$ cat src/rtl/alu_pkg.sv
// Shared definitions for the two-pass 16-bit adder.
// Contents: slice and operand widths, operation encodings, sequencer state
// encoding, and a helper that picks the carry into the low byte for an op.
package alu_pkg;

  localparam int unsigned W_HALF = 8;
  localparam int unsigned W      = 2 * W_HALF;

  typedef enum logic [1:0] {
    OP_ADD = 2'b00,
    OP_SUB = 2'b01,
    OP_ADC = 2'b10,
    OP_SBB = 2'b11
  } op_e;

  typedef enum logic [1:0] {
    S_IDLE = 2'b00,
    S_LO   = 2'b01,
    S_HI   = 2'b10,
    S_DONE = 2'b11
  } state_e;

  // Subtraction is a + ~b + 1; SBB takes its borrow sense from cin (1 = no borrow-in).
  function automatic logic carry_in0(input logic [1:0] op, input logic cin);
    logic c;
    unique case (op)
      OP_ADD:  c = 1'b0;
      OP_SUB:  c = 1'b1;
      default: c = cin;
    endcase
    return c;
  endfunction

  function automatic logic is_sub(input logic [1:0] op);
    return (op == OP_SUB) || (op == OP_SBB);
  endfunction

endpackage

$ cat src/rtl/add16_seq_if.sv
// Request/response bundle for add16_seq.
// Request side:  in_valid/in_ready handshake with op, cin, a, b.
// Response side: out_valid/out_ready handshake with result, cout, ovf, zero.
// master = requester/consumer, slave = the adder.
interface add16_seq_if;

  logic                   in_valid;
  logic                   in_ready;
  logic [1:0]             op;
  logic                   cin;
  logic [alu_pkg::W-1:0]  a;
  logic [alu_pkg::W-1:0]  b;
  logic                   out_valid;
  logic                   out_ready;
  logic [alu_pkg::W-1:0]  result;
  logic                   cout;
  logic                   ovf;
  logic                   zero;

  modport master (
    output in_valid, op, cin, a, b, out_ready,
    input  in_ready, out_valid, result, cout, ovf, zero
  );

  modport slave (
    input  in_valid, op, cin, a, b, out_ready,
    output in_ready, out_valid, result, cout, ovf, zero
  );

endinterface

$ cat src/rtl/fadd8.sv
// 8-bit ripple-carry adder slice.
// Ports: a_i, b_i operands; c_i carry in; s_o sum; c_o carry out of bit 7.
module fadd8 (
  input  logic [7:0] a_i,
  input  logic [7:0] b_i,
  input  logic       c_i,
  output logic [7:0] s_o,
  output logic       c_o
);

  always_comb begin
    logic c;
    c   = c_i;
    s_o = '0;
    for (int i = 0; i < 8; i++) begin
      s_o[i] = a_i[i] ^ b_i[i] ^ c;
      c      = (a_i[i] & b_i[i]) | (c & (a_i[i] ^ b_i[i]));
    end
    c_o = c;
  end

endmodule

$ cat src/rtl/add16_seq.sv
// Two-pass 16-bit add/subtract on one shared 8-bit ripple adder.
// Ports: clk (rising edge), rst (synchronous, active-high), bus (slave side of
// add16_seq_if carrying the request and result handshakes).
// Sequence: IDLE accepts and latches operands, LO adds the low byte, HI adds the
// high byte with the registered low carry and registers result/flags, DONE
// presents them until out_ready.
module add16_seq
  import alu_pkg::*;
(
  input  logic         clk,
  input  logic         rst,
  add16_seq_if.slave   bus
);

  state_e              state_q;
  logic [W-1:0]        a_q;
  logic [W-1:0]        b_q;        // already inverted for SUB/SBB
  logic                c0_q;
  logic [W_HALF-1:0]   sum_lo_q;
  logic                carry_lo_q;
  logic [W-1:0]        result_q;
  logic                cout_q;
  logic                ovf_q;
  logic                zero_q;
  logic                in_ready_q;
  logic                out_valid_q;

  logic [W_HALF-1:0]   add_a;
  logic [W_HALF-1:0]   add_b;
  logic                add_c;
  logic [W_HALF-1:0]   add_s;
  logic                add_co;

  // Adder inputs held at zero outside LO/HI to keep the slice quiet.
  always_comb begin
    add_a = '0;
    add_b = '0;
    add_c = 1'b0;
    unique case (state_q)
      S_LO: begin
        add_a = a_q[W_HALF-1:0];
        add_b = b_q[W_HALF-1:0];
        add_c = c0_q;
      end
      S_HI: begin
        add_a = a_q[W-1:W_HALF];
        add_b = b_q[W-1:W_HALF];
        add_c = carry_lo_q;
      end
      default: ;
    endcase
  end

  fadd8 u_fadd8 (
    .a_i (add_a),
    .b_i (add_b),
    .c_i (add_c),
    .s_o (add_s),
    .c_o (add_co)
  );

  always_ff @(posedge clk) begin
    if (rst) begin
      state_q     <= S_IDLE;
      a_q         <= '0;
      b_q         <= '0;
      c0_q        <= 1'b0;
      sum_lo_q    <= '0;
      carry_lo_q  <= 1'b0;
      result_q    <= '0;
      cout_q      <= 1'b0;
      ovf_q       <= 1'b0;
      zero_q      <= 1'b0;
      in_ready_q  <= 1'b1;
      out_valid_q <= 1'b0;
    end else begin
      unique case (state_q)
        S_IDLE: begin
          if (bus.in_valid) begin
            a_q        <= bus.a;
            b_q        <= is_sub(bus.op) ? ~bus.b : bus.b;
            c0_q       <= carry_in0(bus.op, bus.cin);
            in_ready_q <= 1'b0;
            state_q    <= S_LO;
          end
        end
        S_LO: begin
          sum_lo_q   <= add_s;
          carry_lo_q <= add_co;
          state_q    <= S_HI;
        end
        S_HI: begin
          result_q    <= {add_s, sum_lo_q};
          cout_q      <= add_co;
          // Overflow: like-signed operands producing a result of the other sign.
          ovf_q       <= (a_q[W-1] == b_q[W-1]) && (add_s[W_HALF-1] != a_q[W-1]);
          zero_q      <= ({add_s, sum_lo_q} == '0);
          out_valid_q <= 1'b1;
          state_q     <= S_DONE;
        end
        S_DONE: begin
          if (bus.out_ready) begin
            out_valid_q <= 1'b0;
            in_ready_q  <= 1'b1;
            state_q     <= S_IDLE;
          end
        end
        default: state_q <= S_IDLE;
      endcase
    end
  end

  assign bus.in_ready  = in_ready_q;
  assign bus.out_valid = out_valid_q;
  assign bus.result    = result_q;
  assign bus.cout      = cout_q;
  assign bus.ovf       = ovf_q;
  assign bus.zero      = zero_q;

endmodule

$ cat src/flat_wrapper.sv
// flat-port wrapper written by rule: the top's interface ports become plain ports
module add16_seq_flat import alu_pkg::*;
  (clk, rst, bus_in_valid, bus_op, bus_cin, bus_a, bus_b, bus_out_ready, bus_in_ready, bus_out_valid, bus_result, bus_cout, bus_ovf, bus_zero);
  add16_seq_if bus_i ();
  input  logic clk;
  input  logic rst;
  input wire logic [$bits(bus_i.in_valid)-1:0] bus_in_valid;
  input wire logic [$bits(bus_i.op)-1:0] bus_op;
  input wire logic [$bits(bus_i.cin)-1:0] bus_cin;
  input wire logic [$bits(bus_i.a)-1:0] bus_a;
  input wire logic [$bits(bus_i.b)-1:0] bus_b;
  input wire logic [$bits(bus_i.out_ready)-1:0] bus_out_ready;
  output wire logic [$bits(bus_i.in_ready)-1:0] bus_in_ready;
  output wire logic [$bits(bus_i.out_valid)-1:0] bus_out_valid;
  output wire logic [$bits(bus_i.result)-1:0] bus_result;
  output wire logic [$bits(bus_i.cout)-1:0] bus_cout;
  output wire logic [$bits(bus_i.ovf)-1:0] bus_ovf;
  output wire logic [$bits(bus_i.zero)-1:0] bus_zero;
  assign bus_i.in_valid = bus_in_valid;
  assign bus_i.op = bus_op;
  assign bus_i.cin = bus_cin;
  assign bus_i.a = bus_a;
  assign bus_i.b = bus_b;
  assign bus_i.out_ready = bus_out_ready;
  assign bus_in_ready = bus_i.in_ready;
  assign bus_out_valid = bus_i.out_valid;
  assign bus_result = bus_i.result;
  assign bus_cout = bus_i.cout;
  assign bus_ovf = bus_i.ovf;
  assign bus_zero = bus_i.zero;
  add16_seq u_core (.clk(clk), .rst(rst), .bus(bus_i));
endmodule
$ cat config.mk
export PLATFORM = sky130hd
export DESIGN_NAME = add16_seq_flat
export DESIGN_NICKNAME = d
export VERILOG_FILES = /design/src/rtl/alu_pkg.sv /design/src/rtl/add16_seq_if.sv /design/src/rtl/fadd8.sv /design/src/rtl/add16_seq.sv /design/src/flat_wrapper.sv
export SDC_FILE = /design/constraint.sdc
export NUM_CORES = 1
export LEC_CHECK = 0
export CAP_MARGIN = 20
export CORE_AREA = 2 2 86 88
export DETAILED_ROUTE_END_ITERATION = 7
export DIE_AREA = 0 0 88 90
export PLACE_DENSITY = 0.7
export SLEW_MARGIN = 30
export SYNTH_ARGS = -nofsm -noshare
export SYNTH_HDL_FRONTEND = slang
export SYNTH_SLANG_ARGS = --single-unit
$ cat constraint.sdc
create_clock -name clk -period 7.2 [get_ports clk]
set_input_delay 1.44 -clock clk [delete_from_list [all_inputs] [get_ports clk]]
set_output_delay 1.44 -clock clk [all_outputs]
set_load 0.005 [all_outputs]
# Word-level counts from Yosys, hierarchy flattened

Cells that the tools add are included.

Register bits: 65
Word-level logic and storage cells: 86

Reduce and logical (&&, ||, !) cells: 11
Equal/unequal tests: 9
Multiplexer cells: 13
Bitwise gates (word level): 41

Operators with widths:

| operator             | number |
|---|---|
| $pmux W8 S2          | 2 |
| $and A1 B1 Y1        | 16 |
| $logic_not A16 Y1    | 1 |
| $mux W16             | 1 |
| $not A16 Y16         | 1 |
| $xor A1 B1 Y1        | 16 |
| $or A1 B1 Y1         | 8 |
| $pmux W1 S2          | 4 |
| $pmux W2 S4          | 1 |
| $eq A2 B2 Y1 const B | 3 |
| $reduce_and A2 Y1    | 3 |
| $eq A2 B1 Y1 const B | 2 |
| $logic_not A2 Y1     | 2 |
| $mux W2              | 2 |
| $ne A2 B2 Y1 const B | 2 |
| $reduce_bool A2 Y1   | 2 |
| $mux W1              | 3 |
| $reduce_and A3 Y1    | 1 |
| $eq A1 B1 Y1         | 1 |
| $logic_and A1 B1 Y1  | 1 |
| $logic_or A1 B1 Y1   | 1 |
| $ne A1 B1 Y1         | 1 |

# Longest topological paths before layout

Depth in word-level cells: 20
Gate-level depth with buffers: 17
Mapped depth without buffers: 15

# Modules after synthesis

A second synthesis with hierarchy kept.

Cell total of the unflattened synthesis: 334
Area total of the unflattened synthesis: 3,185.6 um^2

By module, submodules not included:

| module    | seq. area each (um^2) | cells each | area each (um^2) | times used |
|---|---|---|---|---|
| add16_seq | 1,301.2               | 316        | 2,987.9          | 1 |
| fadd8     | 0.0                   | 18         | 197.7            | 1 |

# Worst setup path before layout

No wires, ideal clock.

Path type: register to register
From: register u_core.state_q[0]
To: register u_core.ovf_q, in the netlist u_core.bus.ovf
Stages on the path, launching flop included: 18
Required time: 7.109 ns
Path slack: 2.909 ns
Arrival time: 4.200 ns
Setup time: 0.091 ns
Path buffers: 2
Path through: dfxtp_1 inv_1 ha_1 buf_2 buf_2 a22oi_1 nor2b_1 fa_1 fa_1 fa_1 fa_1 inv_1 fa_1 fa_1 fa_1 fa_1 or3_1 a311oi_1

Longest elaborated chain between the ends: 20
Elaborated cells between the ends (all ways): 37
Classes of those cells: 3 x eq/ne; 3 x mux; 30 x bitwise; 1 x reduce/logical

RTL lines:

| element                                      | line                             | RTL |
|---|---|---|
| start: declaration                           | add16_seq.sv:15                  | `state_e state_q;` |
| start signal: assignment                     | add16_seq.sv:64                  | `state_q <= S_IDLE;` |
| start signal: assignment                     | add16_seq.sv:84                  | `state_q <= S_LO;` |
| start signal: assignment                     | add16_seq.sv:90                  | `state_q <= S_HI;` |
| $eq A2 B2 Y1 or $eq A2 B1 Y1 (tied branches) | add16_seq.sv:39, add16_seq.sv:77 |  |
| $pmux W8 S2                                  | add16_seq.sv:39                  | `unique case (state_q)` |
| $xor A1 B1 Y1                                | fadd8.sv:17                      | `c = (a_i[i] & b_i[i]) \| (c & (a_i[i] ^ b_i[i]));` |
| $and A1 B1 Y1                                | fadd8.sv:17                      |  |
| $or A1 B1 Y1                                 | fadd8.sv:17                      |  |
| $and A1 B1 Y1                                | fadd8.sv:17                      |  |
| $or A1 B1 Y1                                 | fadd8.sv:17                      |  |
| $and A1 B1 Y1                                | fadd8.sv:17                      |  |
| [4 not listed]                               | n/a                              |  |
| $or A1 B1 Y1                                 | fadd8.sv:17                      |  |
| $and A1 B1 Y1                                | fadd8.sv:17                      |  |
| $or A1 B1 Y1                                 | fadd8.sv:17                      |  |
| $and A1 B1 Y1                                | fadd8.sv:17                      |  |
| $or A1 B1 Y1                                 | fadd8.sv:17                      |  |
| $xor A1 B1 Y1                                | fadd8.sv:16                      | `s_o[i] = a_i[i] ^ b_i[i] ^ c;` |
| $ne A1 B1 Y1                                 | add16_seq.sv:96                  | `ovf_q <= (a_q[W-1] == b_q[W-1]) && (add_s[W_HALF-1] != a_q[W-1]);` |
| $logic_and A1 B1 Y1                          | add16_seq.sv:96                  |  |
| end signal: assignment                       | add16_seq.sv:96                  |  |
| end: declaration                             | add16_seq.sv:23                  | `logic ovf_q;` |

Parallel ways exist; a longest one is shown, timed or not.
A chain may end at the register's enable or synchronous reset.

# Worst setup path after layout

From: register u_core.state_q[1]
To: register u_core.ovf_q, in the netlist u_core.bus.ovf

Same word-level chain as after synthesis.

==> results by stage <==
Setup path:
- The critical path ends at u_core.bus.ovf.
- STA classifies the critical path startpoint as a register.
- Tracing the worst setup path back leads to its startpoint at u_core.state_q[1].
- The critical path in this run is classified as register to register.
- For the worst setup path, the data required time is 7.45 ns.
- The endpoint identified for the worst register-to-register timing path is u_core.bus.ovf.
- STA classifies the critical path endpoint as a register.
- The top fanout value on the critical path is 18.
- The critical path data arrival time is 4.89 ns.
- The depth of the most critical reg-to-reg path is 14.
- The worst register-to-register path begins at u_core.state_q[1].
- Setup slack on the worst reg-to-reg path comes out at 2.56 ns.

Floorplanning:
- The floorplan die area is 7920 sq um.
- The row count is 31.
- Pin placement for this block handled 60 I/O pins.
- The die height is 90 um.
- The horizontal die dimension is 88 um.
- The region available for standard cell placement spans 7020 sq um.
- The starting density of the core is 44.04%.

Global routing:
- The first global-routing pass estimated 10420 um of wire.
- Entering global routing, the biggest net connects 67 pins.
- After global routing the overflow that remains totals 0.
- Global routing used 16.76% of the available tracks.
- The number of global-route vias before repair came to 2198.
- The number of antenna violations at the first check in global routing is 0.

Clock network:
- Clock latency on the worst-skew pair, taken at its later pin, is 0.34 ns.
- The number of CTS-inserted buffers is 9.
- After clock tree synthesis, the setup repair step added 0 buffers.
- CTS placed an instance of clkbuf_8 at the clock tree root.
- After clock tree synthesis, the clock-pin slew on the worst setup and hold paths is 0.07 ns.
- The worst-case clock buffer depth is 2.
- The H-tree generated during clock tree synthesis spans 3 levels.
- For this design, the CTS-stage hold fixing added 0 buffers.
- The clock tree from TritonCTS is built.
- The post-cts resize count is 0.
- The clock sink count is 65.

Route:
- Detailed routing placed a total of 172 um of wire on met3.
- The iteration count of the initial detailed-routing pass is 4.
- Dividing the detail-routed wire length by the instance count gives 13.12 um.
- The routed design uses 3040 um of met2 wire.
- The detailed router finished its first iteration with 140 violations.
- The total vias in the final route is 2349.
- The wire length on met1 is 2872 um.
- The count of nets left with antenna violations once routing finished came out at 0.
- After detailed routing, the number of remaining DRC violations is 0.
- Using the TritonRoute via totals, the vias-per-cell ratio works out to 4.977.
- The uppermost layer routed is met4.
- The aggregate routed wire length is 6193 um.

Synth:
- The synthesized netlist contains 32 unique library cells.
- The main combinational cell family by area after synthesis is compound AO/OA/AOI/OAI gates.
- The sequential share of the synthesized area is 42.09%.
- The cell count after synthesis came out at 323.
- Yosys printed 0 warnings.
- The post-synthesis average cell area is 9.572 sq um.
- The proportion of synthesized area in mux cells is 5.504%.
- The synthesized-area fraction occupied by ao, oa, aoi and oai cells is 18.05%.
- The area share of the largest cell type after synthesis is 42.09%.
- Yosys attributes the largest share of cell area to dfxtp_1, a211oi_2, mux2i_1, fa_1, nand2_1.
- The adder and majority cell fraction of the synthesized area is 7.204%.
- The flip-flop and latch count after synthesis is 65.
- After Yosys synthesis, and, or, nand and nor cells account for 16.71% of the synthesized area.
- Summed over all instances, the cell type with the most area after synthesis is dfxtp_1.
- When the netlist entered floorplanning its net count stood at 375.
- Summing every instance area after synthesis gives 3092 sq um.
- The xor and xnor area share after synthesis is 4.533%.

STA:
- Across the routed clock network, the largest skew measured is 0.007060 ns.
- The slew at the pin closest to its max-slew limit is 0.8670 ns.
- The smallest clock period supported by the final layout is computed as 4.643 ns.
- The hold violation count in the final report was 0.
- The count of final max-slew check failures was 0.
- The setup total negative slack is 0 ns.
- Setup repair after global routing left no endpoint under its margin.
- Derived from the worst setup path, the maximum achievable clock frequency is 0.2154 GHz.
- The worst slew slack as a fraction of its limit is 42.02%.
- The share of the clock period used by the worst path after layout is 64.49%.
- Setup violations remaining at the end of the flow were counted as 0.

Power and ir drop:
- Overall power consumption after layout is estimated at 1315 uW.
- The worst-case IR drop observed on VDD is 144.5 uV.
- The reported leakage power is 0.001301 uW.
- Dividing total power by cell area gives a power density of 342.9 nW/um^2.

Run:
- The number of max-cap violations is 0.

Placement:
- The placed cell count is 457.
- Detailed placement ended at an HPWL of 4287 um.
- At the end of routability-driven placement, the weighted congestion stood at 0.7337.
- The number of buffers inserted by port buffering is 59.

Hold path:
- The worst hold path depth is 2.
- The worst min-delay path class is register to register.

Finish:
- The final standard cell count with taps included and fillers excluded is 472.
- In the final layout, the share of cells above drive strength 1 is 12.06%.
- The net count of the finished layout is 421.
- The post-synthesis to final-layout area growth is 24.08%.
- The library cell used most frequently in the layout, excluding fill and tap cells, is dfxtp_1.
- The top cell types in the final layout, fill and taps aside, are dfxtp_1, clkdlybuf4s50_1, nand2_1.
- 0 antenna diodes ended up in the layout.

Run status:
- The flow ran to the end, and the final reports show no timing, DRC or antenna violations.
## where the power goes
part           switching [uW]  internal, uW  total (uW)
Sequential               62.1           449         511
Clock                     127           156         284
Combinational             285           235         520
## final cells by class
| type | instances | area (sq um) |
|---|---|---|
| well taps | 99 | 123.9 |
| multi-input cells | 229 | 1623 |
| repair buffers | 61 | 600.6 |
| clock buffers | 11 | 131.4 |
| clock inverters | 4 | 45.04 |
| flip-flops and latches | 65 | 1301 |
| fillers | 633 | 3184 |
| inverters | 3 | 11.26 |
## flip-flops by register name (all words and copies together), names as in the netlist
register / flops
u_core.a_q: 16
u_core.b_q: 16
u_core.bus.result: 16
u_core.sum_lo_q: 8
u_core.state_q: 2
u_core.bus.cout: 1
u_core.bus.in_ready: 1
u_core.bus.out_valid: 1
u_core.bus.ovf: 1
u_core.bus.zero: 1
u_core.c0_q: 1
u_core.carry_lo_q: 1
## worst min-delay path by stage
stage                       start             to  slack [ns]
detailed placement  u_core.a_q[3]  u_core.a_q[3]        0.45
floorplan           u_core.a_q[7]  u_core.a_q[7]        0.44
global placement    u_core.a_q[6]  u_core.a_q[6]        0.44
finish              u_core.a_q[3]  u_core.a_q[3]        0.46
CTS                 u_core.a_q[3]  u_core.a_q[3]        0.46
global route        u_core.a_q[3]  u_core.a_q[3]        0.48
## layer usage
layer,GRT usage (%),vias up
met5,0,-
met4,8.846,0
met3,3.030,10
met2,25.63,44
met1,22.23,1101
li1,-,1194
## synth_stat cells, drive strengths merged
library cell and count:
fa 8, dfxtp 65, o21ai 1, nor4b 1, or3 1, mux2i 17, ha 5, nor3 1
buf 23, nand2b 3, and2 1, a22o 8, inv 3, a311oi 1, nor2b 12, xnor2 16
nand2 42, nand3 2, nor4 3, a211oi 27, nand4 2, o22ai 1, nor2 46, o21bai 1
clkbuf 3, a21oi 21, a22oi 9
## logic make-up after synthesis
logic type,Yosys count
AOI/OAI and AO/OA,69
xor gates and xnor gates,16
adders and majority gates,13
buffers and inverters,29
DFF,65
muxes,17
and+or+nand+nor,114
## metrics by stage
step / hold slack (ns) / util (%) / instance area, sq um / worst slack, ns
global placement: 0.4442 / 51.97 / 3649 / 2.523
floorplan: 0.4360 / - / 3092 / 2.909
finish: 0.4586 / 54.64 / 3836 / 2.557
CTS: 0.4565 / 54.50 / 3826 / 2.332
global route: 0.4751 / 54.64 / 3836 / 2.218
detailed placement: 0.4469 / 51.99 / 3650 / 2.352
## worst max-delay path, cell delays in order (launching register included)
cell and delay [ns]:
dfxtp_1 0.41, inv_1 0.11, ha_1 0.48, nor2b_1 0.24
fa_1 0.43, fa_1 0.39, fa_1 0.39, fa_1 0.38
inv_1 0.09, fa_1 0.19, fa_1 0.19, fa_1 0.18
fa_1 0.47, or3_1 0.33, a311oi_1 0.26
No activity file was read; power rests on OpenSTA's default activity.
